<file path="config.mk">
export PLATFORM = sky130hd
export DESIGN_NAME = gb_pixel_writer_flat
export DESIGN_NICKNAME = d
export VERILOG_FILES = /design/src/rtl/gb_pixel_writer_pkg.sv /design/src/rtl/gb_pixel_writer_if.sv /design/src/rtl/gb_pixel_writer_fifo.sv /design/src/rtl/gb_pixel_writer.sv /design/src/flat_wrapper.sv
export SDC_FILE = /design/constraint.sdc
export NUM_CORES = 1
export LEC_CHECK = 0
export ABC_AREA = 0
export BUFFER_PORTS_ARGS = -buffer_cell sky130_fd_sc_hd__clkbuf_2
export CAP_MARGIN = 20
export CORE_ASPECT_RATIO = 0.5
export CORE_UTILIZATION = 40
export CTS_BUF_LIST = sky130_fd_sc_hd__clkbuf_2
export DETAILED_ROUTE_END_ITERATION = 8
export PLACE_DENSITY_LB_ADDON = 0.12
export SYNTH_ARGS = -nofsm -noshare
export SYNTH_HDL_FRONTEND = slang
export SYNTH_SLANG_ARGS = --single-unit
</file>
<file path="constraint.sdc">
create_clock -name clk -period 4.9 [get_ports clk]
set_input_delay 0.49 -clock clk [delete_from_list [all_inputs] [get_ports clk]]
set_output_delay 0.49 -clock clk [all_outputs]
set_load 0.02 [all_outputs]
</file>
<file path="src/rtl/gb_pixel_writer_pkg.sv">
// Shared video definitions: PPU mode encoding, writer states and LCD geometry.
package gb_video_pkg;

   typedef enum logic [1:0] {
      H_BLANK = 2'd0,
      V_BLANK = 2'd1,
      SCAN    = 2'd2,
      DRAW    = 2'd3
   } PPU_STATES_t;

   typedef enum logic [1:0] {
      WR_IDLE   = 2'd0,
      WR_ACTIVE = 2'd1,
      WR_FLUSH  = 2'd2
   } wr_state_t;

   localparam int unsigned LINE_PX        = 160;
   localparam int unsigned LINES          = 144;
   localparam int unsigned BYTES_PER_LINE = LINE_PX / 4;
   localparam int unsigned BANK_BYTES     = LINES * BYTES_PER_LINE;

endpackage

</file>
<file path="src/rtl/gb_pixel_writer_if.sv">
// Framebuffer write port: ready/valid byte writes into the 2bpp frame RAM.
interface gb_pixel_writer_if;
   logic [13:0] fb_addr;
   logic [7:0]  fb_wdata;
   logic        fb_we;
   logic        fb_ready;

   modport master (output fb_addr, output fb_wdata, output fb_we, input fb_ready);
   modport slave  (input fb_addr, input fb_wdata, input fb_we, output fb_ready);
endinterface

</file>
<file path="src/rtl/gb_pixel_writer_fifo.sv">
// Small synchronous FIFO of packed {address, byte} words headed for the frame RAM.
module gb_px_fifo #(
   parameter int DEPTH = 4,
   parameter int WIDTH = 22
) (
   input  logic             clk,
   input  logic             rst,
   input  logic             push,
   input  logic [WIDTH-1:0] wdata,
   input  logic             pop,
   output logic [WIDTH-1:0] rdata,
   output logic             full,
   output logic             empty
);
   localparam int AW = $clog2(DEPTH);

   logic [WIDTH-1:0] mem [DEPTH];
   logic [AW:0]      wr_ptr;
   logic [AW:0]      rd_ptr;
   logic             wr_en;
   logic             rd_en;

   // A push into a full FIFO is only taken when the head leaves in the same cycle.
   always_comb begin
      empty = (wr_ptr == rd_ptr);
      full  = (wr_ptr[AW] != rd_ptr[AW]) && (wr_ptr[AW-1:0] == rd_ptr[AW-1:0]);
      rd_en = pop && !empty;
      wr_en = push && (!full || rd_en);
      rdata = mem[rd_ptr[AW-1:0]];
   end

   // Storage and pointers; reset clears contents so the head reads as zero.
   always_ff @(posedge clk or negedge rst) begin
      if (!rst) begin
         wr_ptr <= '0;
         rd_ptr <= '0;
         for (int i = 0; i < DEPTH; i++) mem[i] <= '0;
      end else begin
         if (wr_en) begin
            mem[wr_ptr[AW-1:0]] <= wdata;
            wr_ptr <= wr_ptr + 1'b1;
         end
         if (rd_en) rd_ptr <= rd_ptr + 1'b1;
      end
   end
endmodule

</file>
<file path="src/rtl/gb_pixel_writer.sv">
// Palette-maps the PPU pixel stream, packs 4 shades per byte and writes them
// into a double-buffered framebuffer, swapping banks at each completed frame.
module gb_pixel_writer
   import gb_video_pkg::*;
#(
   parameter int FIFO_DEPTH = 4
) (
   input  logic              clk,
   input  logic              rst,
   input  logic [1:0]        px_in,
   input  logic              px_valid,
   input  logic [1:0]        ppu_mode,
   input  logic              lcd_en,
   input  logic [7:0]        bgp,
   gb_pixel_writer_if.master fb,
   output logic              disp_bank,
   output logic              frame_done,
   output logic              ovf,
   input  logic              ovf_clr
);
   localparam logic [1:0]  ST_IDLE      = 2'(WR_IDLE);
   localparam logic [1:0]  ST_ACTIVE    = 2'(WR_ACTIVE);
   localparam logic [1:0]  ST_FLUSH     = 2'(WR_FLUSH);
   localparam logic [7:0]  LINE_PX_C    = 8'(LINE_PX);
   localparam logic [7:0]  LAST_LINE_C  = 8'(LINES - 1);
   localparam logic [13:0] BANK_BYTES_C = 14'(BANK_BYTES);
   localparam logic [13:0] BPL_C        = 14'(BYTES_PER_LINE);
   localparam logic [1:0]  HBLANK_C     = 2'(H_BLANK);

   logic [1:0]  state;
   logic        wbank;
   logic [7:0]  x;
   logic [7:0]  y;
   logic [7:0]  pack;
   logic [1:0]  mode_q;
   logic [1:0]  shade;
   logic [7:0]  pack_nxt;
   logic [13:0] addr;
   logic        active;
   logic        line_end;
   logic        px_take;
   logic        push;
   logic [21:0] push_word;
   logic [21:0] head;
   logic        full;
   logic        empty;
   logic        pop;

   function automatic logic [1:0] pal_shade(input logic [7:0] pal, input logic [1:0] idx);
      case (idx)
         2'd0:    return pal[1:0];
         2'd1:    return pal[3:2];
         2'd2:    return pal[5:4];
         default: return pal[7:6];
      endcase
   endfunction

   // Pixel 0 of a group lands in the most significant slot.
   function automatic logic [7:0] place_shade(input logic [1:0] s, input logic [1:0] slot);
      case (slot)
         2'd0:    return {s, 6'b0};
         2'd1:    return {2'b0, s, 4'b0};
         2'd2:    return {4'b0, s, 2'b0};
         default: return {6'b0, s};
      endcase
   endfunction

   // Decode pixel acceptance, line ends and the word pushed toward the RAM.
   always_comb begin
      shade     = pal_shade(bgp, px_in);
      pack_nxt  = pack | place_shade(shade, x[1:0]);
      addr      = (wbank ? BANK_BYTES_C : 14'd0) + (14'(y) * BPL_C) + 14'(x[7:2]);
      active    = (state == ST_ACTIVE) && lcd_en;
      line_end  = active && (mode_q != HBLANK_C) && (ppu_mode == HBLANK_C);
      px_take   = active && !line_end && px_valid && (x < LINE_PX_C);
      push      = (px_take && (x[1:0] == 2'd3)) || (line_end && (x[1:0] != 2'd0));
      push_word = {addr, (px_take ? pack_nxt : pack)};
      pop       = fb.fb_we && fb.fb_ready;
   end

   gb_px_fifo #(.DEPTH(FIFO_DEPTH), .WIDTH(22)) u_fifo (
      .clk   (clk),
      .rst   (rst),
      .push  (push),
      .wdata (push_word),
      .pop   (pop),
      .rdata (head),
      .full  (full),
      .empty (empty)
   );

   assign fb.fb_we    = !empty;
   assign fb.fb_addr  = head[21:8];
   assign fb.fb_wdata = head[7:0];

   // Previous PPU mode, used to spot the transition into H_BLANK.
   always_ff @(posedge clk or negedge rst) begin
      if (!rst) mode_q <= HBLANK_C;
      else      mode_q <= ppu_mode;
   end

   // Writer FSM: position tracking, packing, end-of-frame bank swap.
   always_ff @(posedge clk or negedge rst) begin
      if (!rst) begin
         state      <= ST_IDLE;
         wbank      <= 1'b0;
         disp_bank  <= 1'b1;
         x          <= '0;
         y          <= '0;
         pack       <= '0;
         frame_done <= 1'b0;
      end else begin
         frame_done <= 1'b0;
         if (!lcd_en) begin
            state <= ST_IDLE;
            x     <= '0;
            y     <= '0;
            pack  <= '0;
         end else begin
            case (state)
               ST_IDLE: state <= ST_ACTIVE;
               ST_ACTIVE: begin
                  if (line_end) begin
                     x    <= '0;
                     pack <= '0;
                     if (x != 8'd0) begin
                        if (y == LAST_LINE_C) begin
                           y     <= '0;
                           state <= ST_FLUSH;
                        end else begin
                           y <= y + 8'd1;
                        end
                     end
                  end else if (px_take) begin
                     x    <= x + 8'd1;
                     pack <= (x[1:0] == 2'd3) ? 8'd0 : pack_nxt;
                  end
               end
               ST_FLUSH: begin
                  // Nothing is pushed here, so an empty FIFO means the frame is committed.
                  if (empty) begin
                     frame_done <= 1'b1;
                     wbank      <= ~wbank;
                     disp_bank  <= wbank;
                     state      <= ST_ACTIVE;
                  end
               end
               default: state <= ST_IDLE;
            endcase
         end
      end
   end

   // Sticky overflow: a byte lost to a full FIFO wins over a same-cycle clear.
   always_ff @(posedge clk or negedge rst) begin
      if (!rst)                       ovf <= 1'b0;
      else if (push && full && !pop)  ovf <= 1'b1;
      else if (ovf_clr)               ovf <= 1'b0;
   end
endmodule

</file>
<file path="src/flat_wrapper.sv">
// flat-port wrapper written by rule: the top's interface ports become plain ports
module gb_pixel_writer_flat import gb_video_pkg::*;
#(
   parameter int FIFO_DEPTH = 4
)
  (clk, rst, px_in, px_valid, ppu_mode, lcd_en, bgp, disp_bank, frame_done, ovf, ovf_clr, fb_fb_addr, fb_fb_wdata, fb_fb_we, fb_fb_ready);
  gb_pixel_writer_if fb_i ();
  input  logic clk;
  input  logic rst;
  input  logic [1:0] px_in;
  input  logic px_valid;
  input  logic [1:0] ppu_mode;
  input  logic lcd_en;
  input  logic [7:0] bgp;
  output logic disp_bank;
  output logic frame_done;
  output logic ovf;
  input  logic ovf_clr;
  output wire logic [$bits(fb_i.fb_addr)-1:0] fb_fb_addr;
  output wire logic [$bits(fb_i.fb_wdata)-1:0] fb_fb_wdata;
  output wire logic [$bits(fb_i.fb_we)-1:0] fb_fb_we;
  input wire logic [$bits(fb_i.fb_ready)-1:0] fb_fb_ready;
  assign fb_fb_addr = fb_i.fb_addr;
  assign fb_fb_wdata = fb_i.fb_wdata;
  assign fb_fb_we = fb_i.fb_we;
  assign fb_i.fb_ready = fb_fb_ready;
  gb_pixel_writer #(.FIFO_DEPTH(FIFO_DEPTH)) u_core (.clk(clk), .rst(rst), .px_in(px_in), .px_valid(px_valid), .ppu_mode(ppu_mode), .lcd_en(lcd_en), .bgp(bgp), .fb(fb_i), .disp_bank(disp_bank), .frame_done(frame_done), .ovf(ovf), .ovf_clr(ovf_clr));
endmodule
</file>
==> metrics.md <==
| Metric | Value |
|---|---|
| Leakage power | `0.00335 uW` |
| Mapped Cells | `605` |
| Worst R2R Setup Slack | `1540 ps` |
| Pwr/cell area | `375 mW/mm^2` |
| Via density | `5.15` |
| Clock Tree Buf Depth | `2` |
| Setup repair bufs after CTS | `0` |
| FF-to-FF path depth | `12` |
| Synth warn | `0` |
| Mapped Nets | `654` |
| First-pass GRT wire length | `24,300 um` |
| Slew Limit Headroom | `42.6%` |
| Num CTS Buffers | `17` |
| Logic gate share of total power | `27.9%` |
| Rows | `31` |
| Syn Area/Cell | `10.4 sq um` |
| Hpwl dp | `9540 um` |
| GR Util All Layers | `19.8%` |
| Ratio of cells with drive above 1 in the final layout | `18.7%` |
| I/O Pins | `44` |
| Final Core Density | `46.3%` |
| Clock Power Share | `25.4%` |
| Internal power | `1620 uW` |
| Hold EP | `u_core.ovf` |
| Clock transition at the registers of the reported paths | `220 ps` |
| FF+latch count, synth | `126` |
| RSZ-0062 raised after global routing | `no` |
| Routability-driven placement congestion ratio | `0.749` |
| Reg-to-reg endpoint | `u_core.u_fifo.mem[87]` |
| Antenna Diode Count | `0` |
| Setup slack after layout | `1540 ps` |
| Status | `finished clean` |
| Pin count of the biggest net entering global routing | `46` |
| Worst setup EP type | `flip-flop` |
| Clock latency on the worst-skew pair | `680 ps` |
| Area contributors post-synth | `dfrtp_1 50%, nand2_1 9.6%, mux4_2 8.6%` |
| Port Buffers | `43` |
| Vias in the first global route | `4,498` |
| Root buffer cell | `clkbuf_2` |
| Startpoint types | `flip-flop` |
| DIE AREA | `0.0163 sq mm` |
| TritonRoute pass-1 iters | `6` |
| Switching part of the total | `37.5%` |
| Period utilization | `68.5%` |
| Setup total negative slack | `0 ps` |
| Critical Path Source | `u_core.y[1]` |
| Worst Max-Slew Pin Slew | `859 ps` |
| Worst Skew | `50.5 ps` |
| Maximum Capacitance Violations | `0` |
| Clock Sinks | `126` |
| Post-Synthesis Cell Area | `0.00629 sq mm` |
| Die width | `179 um` |
| Largest fanout on the critical path | `6` |
| Die Span Y | `90.7 um` |
| Max-slew violations | `0` |
| Synth Flop Type | `dfrtp_1` |
| Max frequency | `298 MHz` |
| Endpoints failing setup | `0` |
| CTS tree | `done` |
| Hold wc startpoint | `ovf_clr` |
| Fill cells | `1,489` |
| Area leader, netlist | `dfrtp_1` |
| VDD IR max | `0.000164 V` |
| DP Worst Slack | `1590 ps` |
| Area Growth Syn to Fin | `9.75%` |
| Most frequent cells in the layout | `161 x nand2_1, 125 x dfrtp_1, 60 x clkbuf_2` |
| Yosys top cell area share | `49.7%` |
| Final Hold Vio Count | `0` |
| Htree depth | `4` |
| Crit path required time | `5430 ps` |
| Core area | `0.0149 sq mm` |
| Post-Route WL | `14,400 um` |
| Sequential element share of the synthesized area | `50.1%` |
| Gr ovfl total | `0` |
| Final worst path period need | `3360 ps` |
| Tot Pwr | `2590 uW` |
| Async S/R FF share, synth | `100%` |
| Hold depth | `3` |
| RR Startpoint | `u_core.y[1]` |
| Final ANT Viol Nets | `0` |
| Initial Util | `42.2%` |
| Setup Crit Path Kind | `reg -> reg` |
| Seq pwr share | `46.7%` |
| Finished layout cell area | `0.00690 sq mm` |
| Post-DP Area | `0.00664 sq mm` |
| # DRC | `0` |
| Layout Nets | `694` |
| Distinct cells, synth | `50` |
| Critical Path AT | `3890 ps` |
| DR WL/cell | `16.8 um` |
| Hold Path Class | `in -> reg` |
| Initial antenna violation count | `0` |
| Switch Pwr | `971 uW` |
| Via count | `4,411` |
| Post-synth EDFFs | `0` |
| Initial DRC Count | `228` |
| Most common cell after layout, fill and taps aside | `nand2_1` |
layer usage:
layer	routed length [um]	vias to the layer above	part of all wire (%)	track usage (%)
met4	77	0	0.53	3.57
met2	6190	66	43	28.7
met1	7620	2167	53	29.9
met3	525	4	3.6	4.97
met5	0	-	0	0
li1	-	2174	-	-
flip-flops by register name (all words and copies together) (netlist names):
register	cells
u_core.mode_q	2
u_core.wbank	1
u_core.state	2
u_core.ovf	1
u_core.u_fifo.wr_ptr	3
u_core.y	8
u_core.frame_done	1
u_core.u_fifo.rd_ptr	3
u_core.disp_bank	1
u_core.x	8
u_core.pack	8
u_core.u_fifo.mem	88
worst max-delay path, cell delays in order, from the launching register on:
cell and delay, ps:
dfrtp_1 490, ha_1 340, ha_1 250, fa_1 410, a21o_1 180, a21oi_1 210, xnor2_1 100, ha_1 330
nand3_1 90, o21ai_0 280, a31oi_1 140, xnor2_1 290, o21ai_0 120
power by group through the flow:
stage / clock network [uW] / registers (uW) / logic (uW)
6_report: 657 / 1210 / 724
4_1_cts: 683 / 1210 / 735
2_1_floorplan: 0 / 1210 / 525
3_3_place_gp: 0 / 1230 / 724
3_5_place_dp: 0 / 1230 / 732
5_1_grt: 733 / 1230 / 801
timing repair:
action,CTS,global route
hold buffers,3,0
gates resized for setup,0,0
setup endpoints to repair,0,0
hold endpoints to repair,44,0
kinds of logic after synthesis:
| logic type | after synthesis | share of synthesized area (%) |
|---|---|---|
| flip-flops | 126 | 50.1 |
| multiplexers | 29 | 9.45 |
| buffers and inverters | 45 | 3.38 |
| adder cells (fa/ha/maj) | 31 | 6.41 |
| AND/OR/NAND/NOR | 224 | 15.3 |
| XOR/XNOR | 24 | 3.34 |
| AO/OA/AOI/OAI | 126 | 11.9 |
through the flow:
step	cells	hold WS, ps
after detailed placement	821	458
final	856	105
after global routing	856	7.92
after CTS	856	45.5
after floorplan	605	194
after global placement	821	453
synth_stat cells, types with 2 or more instances:
| master | instances |
|---|---|
| o21ai_2 | 5 |
| mux4_2 | 24 |
| a22o_1 | 3 |
| xnor2_1 | 14 |
| nand2_2 | 2 |
| ha_1 | 29 |
| a21o_1 | 4 |
| nor2_1 | 19 |
| o21ai_1 | 13 |
| clkbuf_1 | 12 |
| nor2b_1 | 2 |
| and3_1 | 6 |
| nand2b_1 | 3 |
| a21oi_1 | 20 |
| buf_2 | 14 |
| dfrtp_1 | 125 |
| a31oi_1 | 6 |
| inv_1 | 15 |
| mux2_2 | 3 |
| nand2_1 | 161 |
| mux2i_1 | 2 |
| xor2_1 | 10 |
| and2_0 | 5 |
| o31ai_1 | 4 |
| o21bai_1 | 2 |
| nand2_4 | 2 |
| and2_1 | 2 |
| o211ai_1 | 2 |
| o21a_1 | 2 |
| nor4_1 | 2 |
| buf_6 | 3 |
| a21boi_0 | 2 |
| fa_1 | 2 |
| nand4_1 | 4 |
| o21ai_0 | 58 |
| nand3_1 | 8 |
| or2_2 | 2 |
layout make-up:
cell class	instances	area [sq um]	area share (%)
Timing Repair Buffer	51	285	4.13
Inverter	15	56.3	0.816
Tap cell	198	248	3.59
Clock buffer	18	90.1	1.31
Sequential cell	126	3150	45.7
Multi-Input combinational cell	434	2920	42.3
Clock inverter	14	146	2.12
how the worst max path moves through the flow:
stage | endpoint | cells after the start
detailed placement | u_core.u_fifo.mem[21] | 12
global route | u_core.u_fifo.mem[42] | 11
floorplan | u_core.u_fifo.mem[65] | 12
CTS | u_core.u_fifo.mem[65] | 12
finish | u_core.u_fifo.mem[87] | 12
global placement | u_core.u_fifo.mem[21] | 12
Note: power is estimated with default switching activity, not from simulation.
